### config.mk
export PLATFORM = sky130hd
export DESIGN_NAME = stdp_learning_engine
export DESIGN_NICKNAME = d
export VERILOG_FILES = /design/src/rtl/stdp_pkg.sv /design/src/rtl/stdp_delta_unit.sv /design/src/rtl/stdp_learning_engine.sv
export SDC_FILE = /design/constraint.sdc
export NUM_CORES = 1
export LEC_CHECK = 0
export CORE_MARGIN = 2
export CORE_UTILIZATION = 40
export CTS_CLUSTER_DIAMETER = 40
export DETAILED_ROUTE_END_ITERATION = 8
export GPL_ROUTABILITY_DRIVEN = 0
export MAX_ROUTING_LAYER = met4
export SLEW_MARGIN = 10
export SYNTH_ARGS = -nofsm -noshare
export SYNTH_HDL_FRONTEND = slang
export SYNTH_SLANG_ARGS = --single-unit
### constraint.sdc
create_clock -name clock -period 8 [get_ports clock]
set_input_delay 1.2 -clock clock [delete_from_list [all_inputs] [get_ports clock]]
set_output_delay 1.2 -clock clock [all_outputs]
set_load 0.01 [all_outputs]
### src/rtl/stdp_pkg.sv
// Shared FSM state type, default parameter values and the weight clamp helper
// used throughout the STDP learning engine.
package stdp_pkg;

  typedef enum logic [1:0] {
    ST_IDLE = 2'd0,
    ST_SCAN = 2'd1,
    ST_DONE = 2'd2
  } stdp_state_e;

  localparam int NUM_PRE_DEF  = 16;
  localparam int WINDOW_DEF   = 16;
  localparam int WEIGHT_W_DEF = 4;
  localparam int W_INIT_DEF   = 2;
  localparam int A_MAX_DEF    = 3;

  // Clamp a signed intermediate weight into [0, hi]; weights never wrap.
  function automatic int sat_weight(input int value, input int hi);
    int r;
    if (value < 32'sd0) begin
      r = 32'sd0;
    end else if (value > hi) begin
      r = hi;
    end else begin
      r = value;
    end
    return r;
  endfunction

endpackage

### src/rtl/stdp_delta_unit.sv
// Combinational per-channel weight update: finds spike ages in the prior
// history, derives the LTP/LTD magnitude and saturates the new weight.
module stdp_delta_unit
  import stdp_pkg::*;
#(
  parameter int WINDOW   = WINDOW_DEF,
  parameter int WEIGHT_W = WEIGHT_W_DEF,
  parameter int A_MAX    = A_MAX_DEF
) (
  input  logic [WINDOW-1:0]   pre_hist_i,
  input  logic [WINDOW-1:0]   post_hist_i,
  input  logic [WEIGHT_W-1:0] w_old_i,
  output logic [WEIGHT_W-1:0] w_new_o
);

  localparam int W_MAX = (32'sd1 <<< WEIGHT_W) - 32'sd1;

  int age_pre_s;
  int age_post_s;
  int ltp_s;
  int ltd_s;
  int sum_s;
  int sat_s;

  // Age 0 means "no earlier spike"; scanning downwards leaves the nearest one.
  always_comb begin
    age_pre_s  = 32'sd0;
    age_post_s = 32'sd0;
    for (int k = WINDOW - 1; k >= 1; k--) begin
      age_pre_s  = pre_hist_i[k]  ? k : age_pre_s;
      age_post_s = post_hist_i[k] ? k : age_post_s;
    end
  end

  // Potentiation when post fires alone, depression when pre fires alone.
  always_comb begin
    ltp_s = 32'sd0;
    ltd_s = 32'sd0;
    if (post_hist_i[0] && !pre_hist_i[0] && (age_pre_s != 32'sd0) && (age_pre_s <= A_MAX)) begin
      ltp_s = A_MAX + 32'sd1 - age_pre_s;
    end else begin
      ltp_s = 32'sd0;
    end
    if (pre_hist_i[0] && !post_hist_i[0] && (age_post_s != 32'sd0) && (age_post_s <= A_MAX)) begin
      ltd_s = A_MAX + 32'sd1 - age_post_s;
    end else begin
      ltd_s = 32'sd0;
    end
  end

  // Apply the change and clamp to the legal weight range.
  always_comb begin
    sum_s   = int'(w_old_i) + ltp_s - ltd_s;
    sat_s   = sat_weight(sum_s, W_MAX);
    w_new_o = sat_s[WEIGHT_W-1:0];
  end

endmodule

### src/rtl/stdp_learning_engine.sv
// Spike-timing-dependent plasticity engine: keeps per-channel spike histories
// and, after each learning step, sweeps every synapse weight once.
module stdp_learning_engine
  import stdp_pkg::*;
#(
  parameter int NUM_PRE  = NUM_PRE_DEF,
  parameter int WINDOW   = WINDOW_DEF,
  parameter int WEIGHT_W = WEIGHT_W_DEF,
  parameter int W_INIT   = W_INIT_DEF,
  parameter int A_MAX    = A_MAX_DEF
) (
  input  logic                       clock,
  input  logic                       reset,
  input  logic                       step_valid,
  output logic                       step_ready,
  input  logic [NUM_PRE-1:0]         pre_spike,
  input  logic                       post_spike,
  input  logic                       learn_en,
  input  logic [$clog2(NUM_PRE)-1:0] rd_addr,
  output logic [WEIGHT_W-1:0]        rd_data,
  output logic                       scan_done,
  output logic                       step_overrun
);

  localparam int                  IDX_W     = $clog2(NUM_PRE);
  localparam logic [IDX_W-1:0]    LAST_IDX  = IDX_W'(NUM_PRE - 1);
  localparam logic [IDX_W:0]      NUM_PRE_V = (IDX_W + 1)'(NUM_PRE);
  localparam logic [WEIGHT_W-1:0] W_INIT_V  = WEIGHT_W'(W_INIT);

  stdp_state_e         state_q;
  logic [IDX_W-1:0]    idx_q;
  logic                step_ready_q;
  logic                scan_done_q;
  logic                overrun_q;
  logic [WINDOW-1:0]   pre_hist_q [NUM_PRE];
  logic [WINDOW-1:0]   post_hist_q;
  logic [WEIGHT_W-1:0] weight_q [NUM_PRE];
  logic [WEIGHT_W-1:0] rd_data_q;

  logic                accept_s;
  logic                start_scan_s;
  logic [WINDOW-1:0]   cur_pre_hist_s;
  logic [WEIGHT_W-1:0] cur_w_s;
  logic [WEIGHT_W-1:0] w_new_s;

  assign accept_s       = step_valid && step_ready_q;
  assign start_scan_s   = accept_s && learn_en && (post_spike || (|pre_spike));
  assign cur_pre_hist_s = pre_hist_q[idx_q];
  assign cur_w_s        = weight_q[idx_q];

  stdp_delta_unit #(
    .WINDOW   (WINDOW),
    .WEIGHT_W (WEIGHT_W),
    .A_MAX    (A_MAX)
  ) u_delta (
    .pre_hist_i  (cur_pre_hist_s),
    .post_hist_i (post_hist_q),
    .w_old_i     (cur_w_s),
    .w_new_o     (w_new_s)
  );

  // Scan sequencer with registered handshake and completion pulse.
  always_ff @(posedge clock or negedge reset) begin
    if (!reset) begin
      state_q      <= ST_IDLE;
      idx_q        <= '0;
      step_ready_q <= 1'b1;
      scan_done_q  <= 1'b0;
    end else begin
      case (state_q)
        ST_IDLE: begin
          scan_done_q <= 1'b0;
          idx_q       <= '0;
          if (start_scan_s) begin
            state_q      <= ST_SCAN;
            step_ready_q <= 1'b0;
          end else begin
            state_q      <= ST_IDLE;
            step_ready_q <= 1'b1;
          end
        end
        ST_SCAN: begin
          scan_done_q  <= 1'b0;
          step_ready_q <= 1'b0;
          if (idx_q == LAST_IDX) begin
            state_q <= ST_DONE;
            idx_q   <= '0;
          end else begin
            state_q <= ST_SCAN;
            idx_q   <= idx_q + IDX_W'(1);
          end
        end
        ST_DONE: begin
          state_q      <= ST_IDLE;
          idx_q        <= '0;
          scan_done_q  <= 1'b1;
          step_ready_q <= 1'b1;
        end
        default: begin
          state_q      <= ST_IDLE;
          idx_q        <= '0;
          scan_done_q  <= 1'b0;
          step_ready_q <= 1'b1;
        end
      endcase
    end
  end

  // Sticky record of any step offered while busy.
  always_ff @(posedge clock or negedge reset) begin
    if (!reset) begin
      overrun_q <= 1'b0;
    end else if (step_valid && !step_ready_q) begin
      overrun_q <= 1'b1;
    end else begin
      overrun_q <= overrun_q;
    end
  end

  // Histories shift only on accepted steps; newest spike lands in bit 0.
  always_ff @(posedge clock or negedge reset) begin
    if (!reset) begin
      post_hist_q <= '0;
      for (int i = 0; i < NUM_PRE; i++) begin
        pre_hist_q[i] <= '0;
      end
    end else if (accept_s) begin
      post_hist_q <= {post_hist_q[WINDOW-2:0], post_spike};
      for (int i = 0; i < NUM_PRE; i++) begin
        pre_hist_q[i] <= {pre_hist_q[i][WINDOW-2:0], pre_spike[i]};
      end
    end else begin
      post_hist_q <= post_hist_q;
    end
  end

  // Weight store: one write per scan cycle, read port returns pre-write data.
  always_ff @(posedge clock or negedge reset) begin
    if (!reset) begin
      rd_data_q <= '0;
      for (int i = 0; i < NUM_PRE; i++) begin
        weight_q[i] <= W_INIT_V;
      end
    end else begin
      if ({1'b0, rd_addr} < NUM_PRE_V) begin
        rd_data_q <= weight_q[rd_addr];
      end else begin
        rd_data_q <= '0;
      end
      if (state_q == ST_SCAN) begin
        weight_q[idx_q] <= w_new_s;
      end
    end
  end

  assign step_ready   = step_ready_q;
  assign rd_data      = rd_data_q;
  assign scan_done    = scan_done_q;
  assign step_overrun = overrun_q;

endmodule

==> results of run 1 <==
-- worst min path at each step --
stage,startpoint,end,slack (ns)
2_1_floorplan,state_q[0]$_DFF_PN0_,scan_done$_DFF_PN0_,0.46
3_3_place_gp,step_overrun$_DFFE_PN0P_,step_overrun$_DFFE_PN0P_,0.44
3_5_place_dp,step_overrun$_DFFE_PN0P_,step_overrun$_DFFE_PN0P_,0.45
4_1_cts,step_overrun$_DFFE_PN0P_,step_overrun$_DFFE_PN0P_,0.46
5_1_grt,step_overrun$_DFFE_PN0P_,step_overrun$_DFFE_PN0P_,0.49
6_report,step_overrun$_DFFE_PN0P_,step_overrun$_DFFE_PN0P_,0.46
-- critical path: stages, from the launching register on --
cell	delay (ns)
dfrtp_4	0.93
mux4_2	0.64
a22oi_1	0.25
and3_1	0.27
nor2b_1	0.15
o221ai_1	0.14
a221oi_1	0.41
a221oi_1	0.16
ha_1	0.22
a2111oi_2	0.40
and2_1	0.20
fa_1	0.46
fa_1	0.48
a21oi_1	0.18
o21bai_1	0.13
o21a_1	0.20
or3_1	0.30
a211oi_1	0.62
a31oi_1	0.63
mux2_2	0.48
-- cells in the final DEF (no fill, tap or decap), types with 5 or more instances in the layout --
cell             instances
mux2_2                 331
dfrtp_1                330
mux4_2                 115
clkbuf_16               55
nor2_1                  30
clkdlybuf4s50_1         30
nand2_1                 27
inv_1                   21
ha_1                    21
dfstp_2                 17
a21oi_1                 15
buf_4                   15
o21ai_0                 14
clkinv_2                11
nor2b_1                  8
o21bai_1                 8
clkbuf_8                 8
clkinvlp_4               8
nand2b_1                 7
nor3_1                   7
clkbuf_1                 7
nor4_1                   6
conb_1                   6
inv_6                    6
and2_1                   5
a31oi_1                  5
bufinv_16                5
-- layout make-up --
| cell class | instances | area share, % |
|---|---|---|
| timing repair buffer | 48 | 2.383 |
| sequential | 349 | 44.62 |
| inverter | 21 | 0.4015 |
| clock inverter | 34 | 1.797 |
| tap | 539 | 3.435 |
| multi-input combinational | 664 | 39.65 |
| clock buffer | 70 | 7.704 |
-- metal layers --
layer  GRT usage, %  routed length (um)
met1          23.34               16210
met3          3.127                1304
met2          25.41               16240
met5              -                   0
met4          5.517                 696
-- flip-flops by register name (all words and copies together) (netlist names) --
| register | flops |
|---|---|
| pre_hist_q | 256 |
| weight_q | 64 |
| post_hist_q | 16 |
| idx_q | 4 |
| rd_data | 4 |
| state_q | 2 |
| scan_done | 1 |
| step_overrun | 1 |
| step_ready | 1 |
-- stage by stage --
step	util [%]	area, um^2	setup slack (ns)	power, mW	cells
2_1_floorplan	-	16880	1.958	5.086	1098
3_3_place_gp	42.52	17760	0.7366	5.865	1621
3_5_place_dp	42.52	17760	0.7351	5.924	1621
4_1_cts	46.99	19620	0.6934	8.335	1725
5_1_grt	47.02	19640	0.06015	8.780	1725
6_report	47.02	19640	0.5789	8.236	1725
-- cells by family (layout without fill, tap and decap cells) --
kind of cell / after synthesis / after routing
multiplexers: 449 / 449
buffers and inverters: 85 / 173
flip-flops: 349 / 349
adder cells (fa/ha/maj): 25 / 25
XOR/XNOR: 3 / 3
AO/OA/AOI/OAI: 76 / 76
AND/OR/NAND/NOR: 105 / 105
other: 2 / 6
-- power by group through the flow --
stage                     sequential, mW  clock [mW]  combinational (mW)
after floorplan                     2.66           0                2.43
after global placement              2.94           0                2.92
after detailed placement            2.96           0                2.97
after CTS                           2.93        2.42                2.99
after global routing                3.03        2.51                3.24
final                               2.92        2.36                2.96
==> impl_metrics.csv, run 1 <==
group,metric,value,unit
outcome,status,"finished, final reports clean",
worst_setup_path,reg2reg_slack,0.58,ns
logic_synthesis,ys_async_sr_fraction,100.0,%
clocking,clock_latency,0.60,ns
die,ios,32,
die,core_area,41760,um^2
clocking,cts-root-buf,"clkbuf_16",
clocking,cts_buffers,55,
logic_synthesis,yosys_warnings,0,
global_route,grt_usage,16.90,%
sta,holdWs,0.4558,ns
sta,max-slew-margin-rel,14.10,%
worst_setup_path,start_kind,"flip-flop",
logic_synthesis,synth_compound_area_share,3.094,%
detailed_routing,firstDrtPassIters,4,
die,rows,75,
global_route,grt_max_degree,145,
logic_synthesis,netlist_area,16860,um^2
clocking,clk_path_buf_depth,3,
sta,post-route-period-util,92.76,%
detailed_routing,routed_via_density,5.466,
clocking,cts_setup_buffers,0,
cells_and_area,register_area,8762,um^2
global_route,antenna_found_initial,1,
worst_setup_path,crit_end,"weight_q[55]$_DFFE_PN0P_",
power_and_ir_drop,power.switching,2.731,mW
sta,fin_crit,7.421,ns
power_and_ir_drop,internal_power,5.505,mW
global_route,grt-ovfl-total,0,
logic_synthesis,synthXorXnorAreaFrac,0.1558,%
cells_and_area,n_fill_cell,3558,
power_and_ir_drop,pwr-share-seq,35.4,%
worst_setup_path,critical_path.max_fanout,39,
worst_setup_path,worstSetupPathType,"flip-flop to flip-flop",
die,fp.dieW,209.3,um
sta,skew,0.03173,ns
logic_synthesis,synth_top_family_by_area,"multiplexers",
sta,hold_viol,0,
logic_synthesis,muxShareOfSynthArea,37.64,%
logic_synthesis,synth_top_area_share,49.27,%
die,die_y,209.3,um
die,start_util,40.38,%
power_and_ir_drop,p_leak,8.782,nW
clocking,cts_resized,0,
sta,final_max_slew_viol_count,0,
cells_and_area,drive_above_1_share,49.49,%
sta,fmax,134.8,MHz
logic_synthesis,synthSimpleGateAreaFrac,2.998,%
clocking,clk_pin_slew,0.06,ns
cells_and_area,multi_input_area,7786,um^2
die,die_area,43810,um^2
cells_and_area,diodes,0,
place,hpwl,22170,um
logic_synthesis,synth_commonest_cells,"dfrtp_1, mux2_2, mux4_2, clkbuf_1, nor2_1",
power_and_ir_drop,p_clk_share,28.7,%
hold_path,hold_class,"flip-flop to flip-flop",
detailed_routing,drt_wl_total,34450,um
logic_synthesis,synth-edff-count,0,
cells_and_area,syn2layout_area_growth,16.45,%
logic_synthesis,syn_inst,1094,
sta,setup_viol,0,
sta,rsz0062_at_grt,"no",
detailed_routing,route.detailed.drc,0,
logic_synthesis,ys_seq_area_share,51.92,%
logic_synthesis,synth_largest_area_cell,"dfrtp_1",
sta,worstMarginPinSlew,1.283,ns
detailed_routing,wl_per_cell,19.97,um
job,max_cap_viol_count,0,
detailed_routing,drt-initial-drc-count,672,
detailed_routing,dr_total_vias,9428,
logic_synthesis,synth_area_per_cell,15.41,um^2
worst_setup_path,crit_required,8.47,ns
worst_setup_path,r2r_cells,19,
detailed_routing,drtAntennaViolNets,0,
clocking,htreeDepth,2,
logic_synthesis,synth_ff_type,"dfrtp_1",
worst_setup_path,arrival,7.89,ns
clocking,cts_hold_buf,0,
global_route,grt_pass1_wl,56520,um
worst_setup_path,startpoint,"idx_q[0]$_DFF_PN0_",
logic_synthesis,synthTopCellsByArea,"dfrtp_1, mux2_2, mux4_2",
power_and_ir_drop,swShare,33.16,%
global_route,grt_pass1_vias,10140,
worst_setup_path,r2r_end,"weight_q[55]$_DFFE_PN0P_",
logic_synthesis,yosysMostFrequentCell,"dfrtp_1",
power_and_ir_drop,p_per_area,419.4,nW/um^2
clocking,cts_tree,"done",
logic_synthesis,synthDistinctLibCells,50,
hold_path,holdPathStages,1,
clocking,cts.sinks,349,
worst_setup_path,timing.rr.start,"idx_q[0]$_DFF_PN0_",
logic_synthesis,synthAdderAreaFrac,2.033,%
worst_setup_path,cp-end-kind,"flip-flop",
power_and_ir_drop,comb_power_share,35.9,%
cells_and_area,nets,1189,
sta,fin_tns_setup,0,ns
power_and_ir_drop,ir_worst_vdd,0.2647,mV
place,place.port_buffers,31,
logic_synthesis,ys_ff_latch,349,
No activity file was read; power rests on OpenSTA's default activity.
==> run 2, diff against run 1 <==
--- a/config.mk
+++ b/config.mk
@@ -5,12 +5,12 @@
 export SDC_FILE = /design/constraint.sdc
 export NUM_CORES = 1
 export LEC_CHECK = 0
+export CAP_MARGIN = 20
 export CORE_MARGIN = 2
 export CORE_UTILIZATION = 40
 export CTS_CLUSTER_DIAMETER = 40
 export DETAILED_ROUTE_END_ITERATION = 8
 export GPL_ROUTABILITY_DRIVEN = 0
-export MAX_ROUTING_LAYER = met4
 export SLEW_MARGIN = 10
 export SYNTH_ARGS = -nofsm -noshare
 export SYNTH_HDL_FRONTEND = slang
==> run 2 against run 1 <==
- power is 2.4% higher
- combinational power barely moved
- critical endpoint is now weight_q[60]$_DFFE_PN0P_
- first-iteration DRC count increased by 1.6%
- largest cell class unchanged
- via count rose by 0.68%
- final area rose by 0.80%
- flip-flop and latch count is the same
- sequential share of layout area fell by 0.36 points
- sequential power about the same
- fmax grew 2.9%
- worst setup slack better by 0.21 ns
- non-clock buffer count rose by 4
- core utilization rose by 0.38 points
- critical path type unchanged
==> impl_metrics.csv, run 2 (synthesis results as in run 1) <==
group,metric,value,unit
sta,holdWs,0.4595,ns
global_route,grt_max_degree,145,
die,start_util,40.38,%
sta,rsz0062_at_grt,"no",
place,postPlaceCellArea,17760,um^2
sta,post-route-period-util,90.11,%
cells_and_area,drive_above_1_share,49.70,%
hold_path,holdPathStages,1,
sta,max-slew-margin-rel,32.02,%
cells_and_area,n_fill_cell,3554,
sta,final_max_slew_viol_count,0,
sta,setup_ws,0.7915,ns
outcome,status,"finished, final reports clean",
place,pre_cts_ws,0.7552,ns
cells_and_area,nets,1192,
sta,fin_crit,7.209,ns
place,dpl.cell_count,1622,
worst_setup_path,start_kind,"flip-flop",
worst_setup_path,critical_path.max_fanout,39,
cells_and_area,diodes,0,
die,rows,75,
cells_and_area,mostFrequentLayoutCells,"mux2_2, dfrtp_1, mux4_2",
clocking,clk_path_buf_depth,3,
power_and_ir_drop,p_per_area,426.0,nW/um^2
job,max_cap_viol_count,0,
global_route,grt-ovfl-total,0,
detailed_routing,routed_via_density,5.506,
worst_setup_path,crit_required,8.45,ns
power_and_ir_drop,p_leak,8.880,nW
clocking,cts_tree,"done",
die,die_area,43810,um^2
clocking,cts_buffers,54,
sta,setup_viol,0,
cells_and_area,layout_commonest_cell,"mux2_2",
worst_setup_path,r2r_cells,20,
hold_path,hold_class,"flip-flop to flip-flop",
global_route,grt_usage,16.47,%
detailed_routing,dr_total_vias,9492,
power_and_ir_drop,ir_worst_vdd,0.2475,mV
cells_and_area,fin_util,47.40,%
die,core_area,41760,um^2
worst_setup_path,slowest_delay,0.93,ns
worst_setup_path,crit_chain,"mux4_2, a22oi_1, and3_1, nor2b_1, o221ai_1, a221oi_1, a221oi_1, ha_1, a2111oi_2, and2_1, fa_1, fa_1, a21oi_1, o21bai_1, o21a_1, or3_1, a211oi_1, a31oi_1, buf_4, mux2_2",
worst_setup_path,timing.rr.start,"idx_q[0]$_DFF_PN0_",
die,die_y,209.3,um
sta,worstMarginPinSlew,1.012,ns
clocking,htreeDepth,2,
clocking,cts_resized,0,
cells_and_area,fin_cells,1724,
sta,fin_tns_setup,0,ns
cells_and_area,fin_area,19790,um^2
global_route,grt_pass1_wl,56680,um
worst_setup_path,critical_path.n_buffers_inverters,1,
clocking,clock_latency,0.58,ns
detailed_routing,drtAntennaViolNets,0,
global_route,grt_pass1_vias,10200,
cells_and_area,multi_input_area,7780,um^2
clocking,clk_pin_slew,0.05,ns
sta,fmax,138.7,MHz
hold_path,holdCritStartpoint,"step_overrun$_DFFE_PN0P_",
worst_setup_path,slowest_stage,"dfrtp_4",
worst_setup_path,cp_top_family,"compound AO/OA/AOI/OAI gates",
sta,skew,0.02145,ns
sta,hold_viol,0,
detailed_routing,route.detailed.drc,0,
die,ios,32,
detailed_routing,drt-initial-drc-count,683,
cells_and_area,reg_top3,"pre_hist_q x256, weight_q x64, post_hist_q x16",
place,hpwl,22200,um
place,place.port_buffers,31,
worst_setup_path,worstSetupPathType,"flip-flop to flip-flop",
clocking,cts.sinks,349,
cells_and_area,regMostFlops,"pre_hist_q",
worst_setup_path,cp-end-kind,"flip-flop",
power_and_ir_drop,power,8.432,mW
cells_and_area,register_area,8762,um^2
die,fp.dieW,209.3,um
worst_setup_path,r2r_end,"weight_q[60]$_DFFE_PN0P_",
worst_setup_path,reg2reg_slack,0.79,ns
detailed_routing,firstDrtPassIters,4,
worst_setup_path,arrival,7.66,ns
hold_path,worst_hold_path.endpoint,"step_overrun$_DFFE_PN0P_",
detailed_routing,drt_wl_total,34420,um
cells_and_area,largest_reg_flops,256,
clocking,cts_hold_buf,0,
cells_and_area,syn2layout_area_growth,17.39,%
global_route,antenna_found_initial,1,
clocking,cts-root-buf,"clkbuf_16",
detailed_routing,wl_per_cell,19.96,um
clocking,cts_setup_buffers,0,
-- run 2: per-layer routing --
layer	GRT usage, %	vias up	routed length, um
met1	23.50	5023	15730
met2	25.71	156	16420
met3	2.873	49	1559
li1	-	4264	-
met5	0	-	0
met4	5.419	0	709
-- run 2: area by class of cell --
type	instances	area share [%]
Clock buffer	62	7.289
Timing Repair Buffer	52	2.617
Multi-Input combinational cell	664	39.31
Clock inverter	37	2.712
Sequential cell	349	44.27
Tap cell	539	3.407
Inverter	21	0.3983
-- run 2: worst max path at each step --
| stage | start | to | slack, ns | cells past startpoint |
|---|---|---|---|---|
| final | idx_q[0]$_DFF_PN0_ | weight_q[60]$_DFFE_PN0P_ | 0.79 | 20 |
| after global routing | idx_q[0]$_DFF_PN0_ | weight_q[60]$_DFFE_PN0P_ | 0.11 | 20 |
| after CTS | idx_q[0]$_DFF_PN0_ | weight_q[59]$_DFFE_PN0P_ | 0.72 | 19 |
| after detailed placement | idx_q[0]$_DFF_PN0_ | weight_q[31]$_DFFE_PN0P_ | 0.76 | 19 |
| after global placement | idx_q[0]$_DFF_PN0_ | weight_q[40]$_DFFE_PN0P_ | 0.74 | 20 |
| after floorplan | idx_q[0]$_DFF_PN0_ | weight_q[26]$_DFFE_PN0P_ | 1.96 | 21 |
-- run 2: power by group --
group          leakage [nW]  internal [mW]  total, mW  switching [mW]
sequential             4.54           2.37       2.91           0.545
clock                 0.973           1.69       2.55           0.860
combinational          3.37           1.64       2.97            1.33
total                  8.88           5.70       8.43            2.73
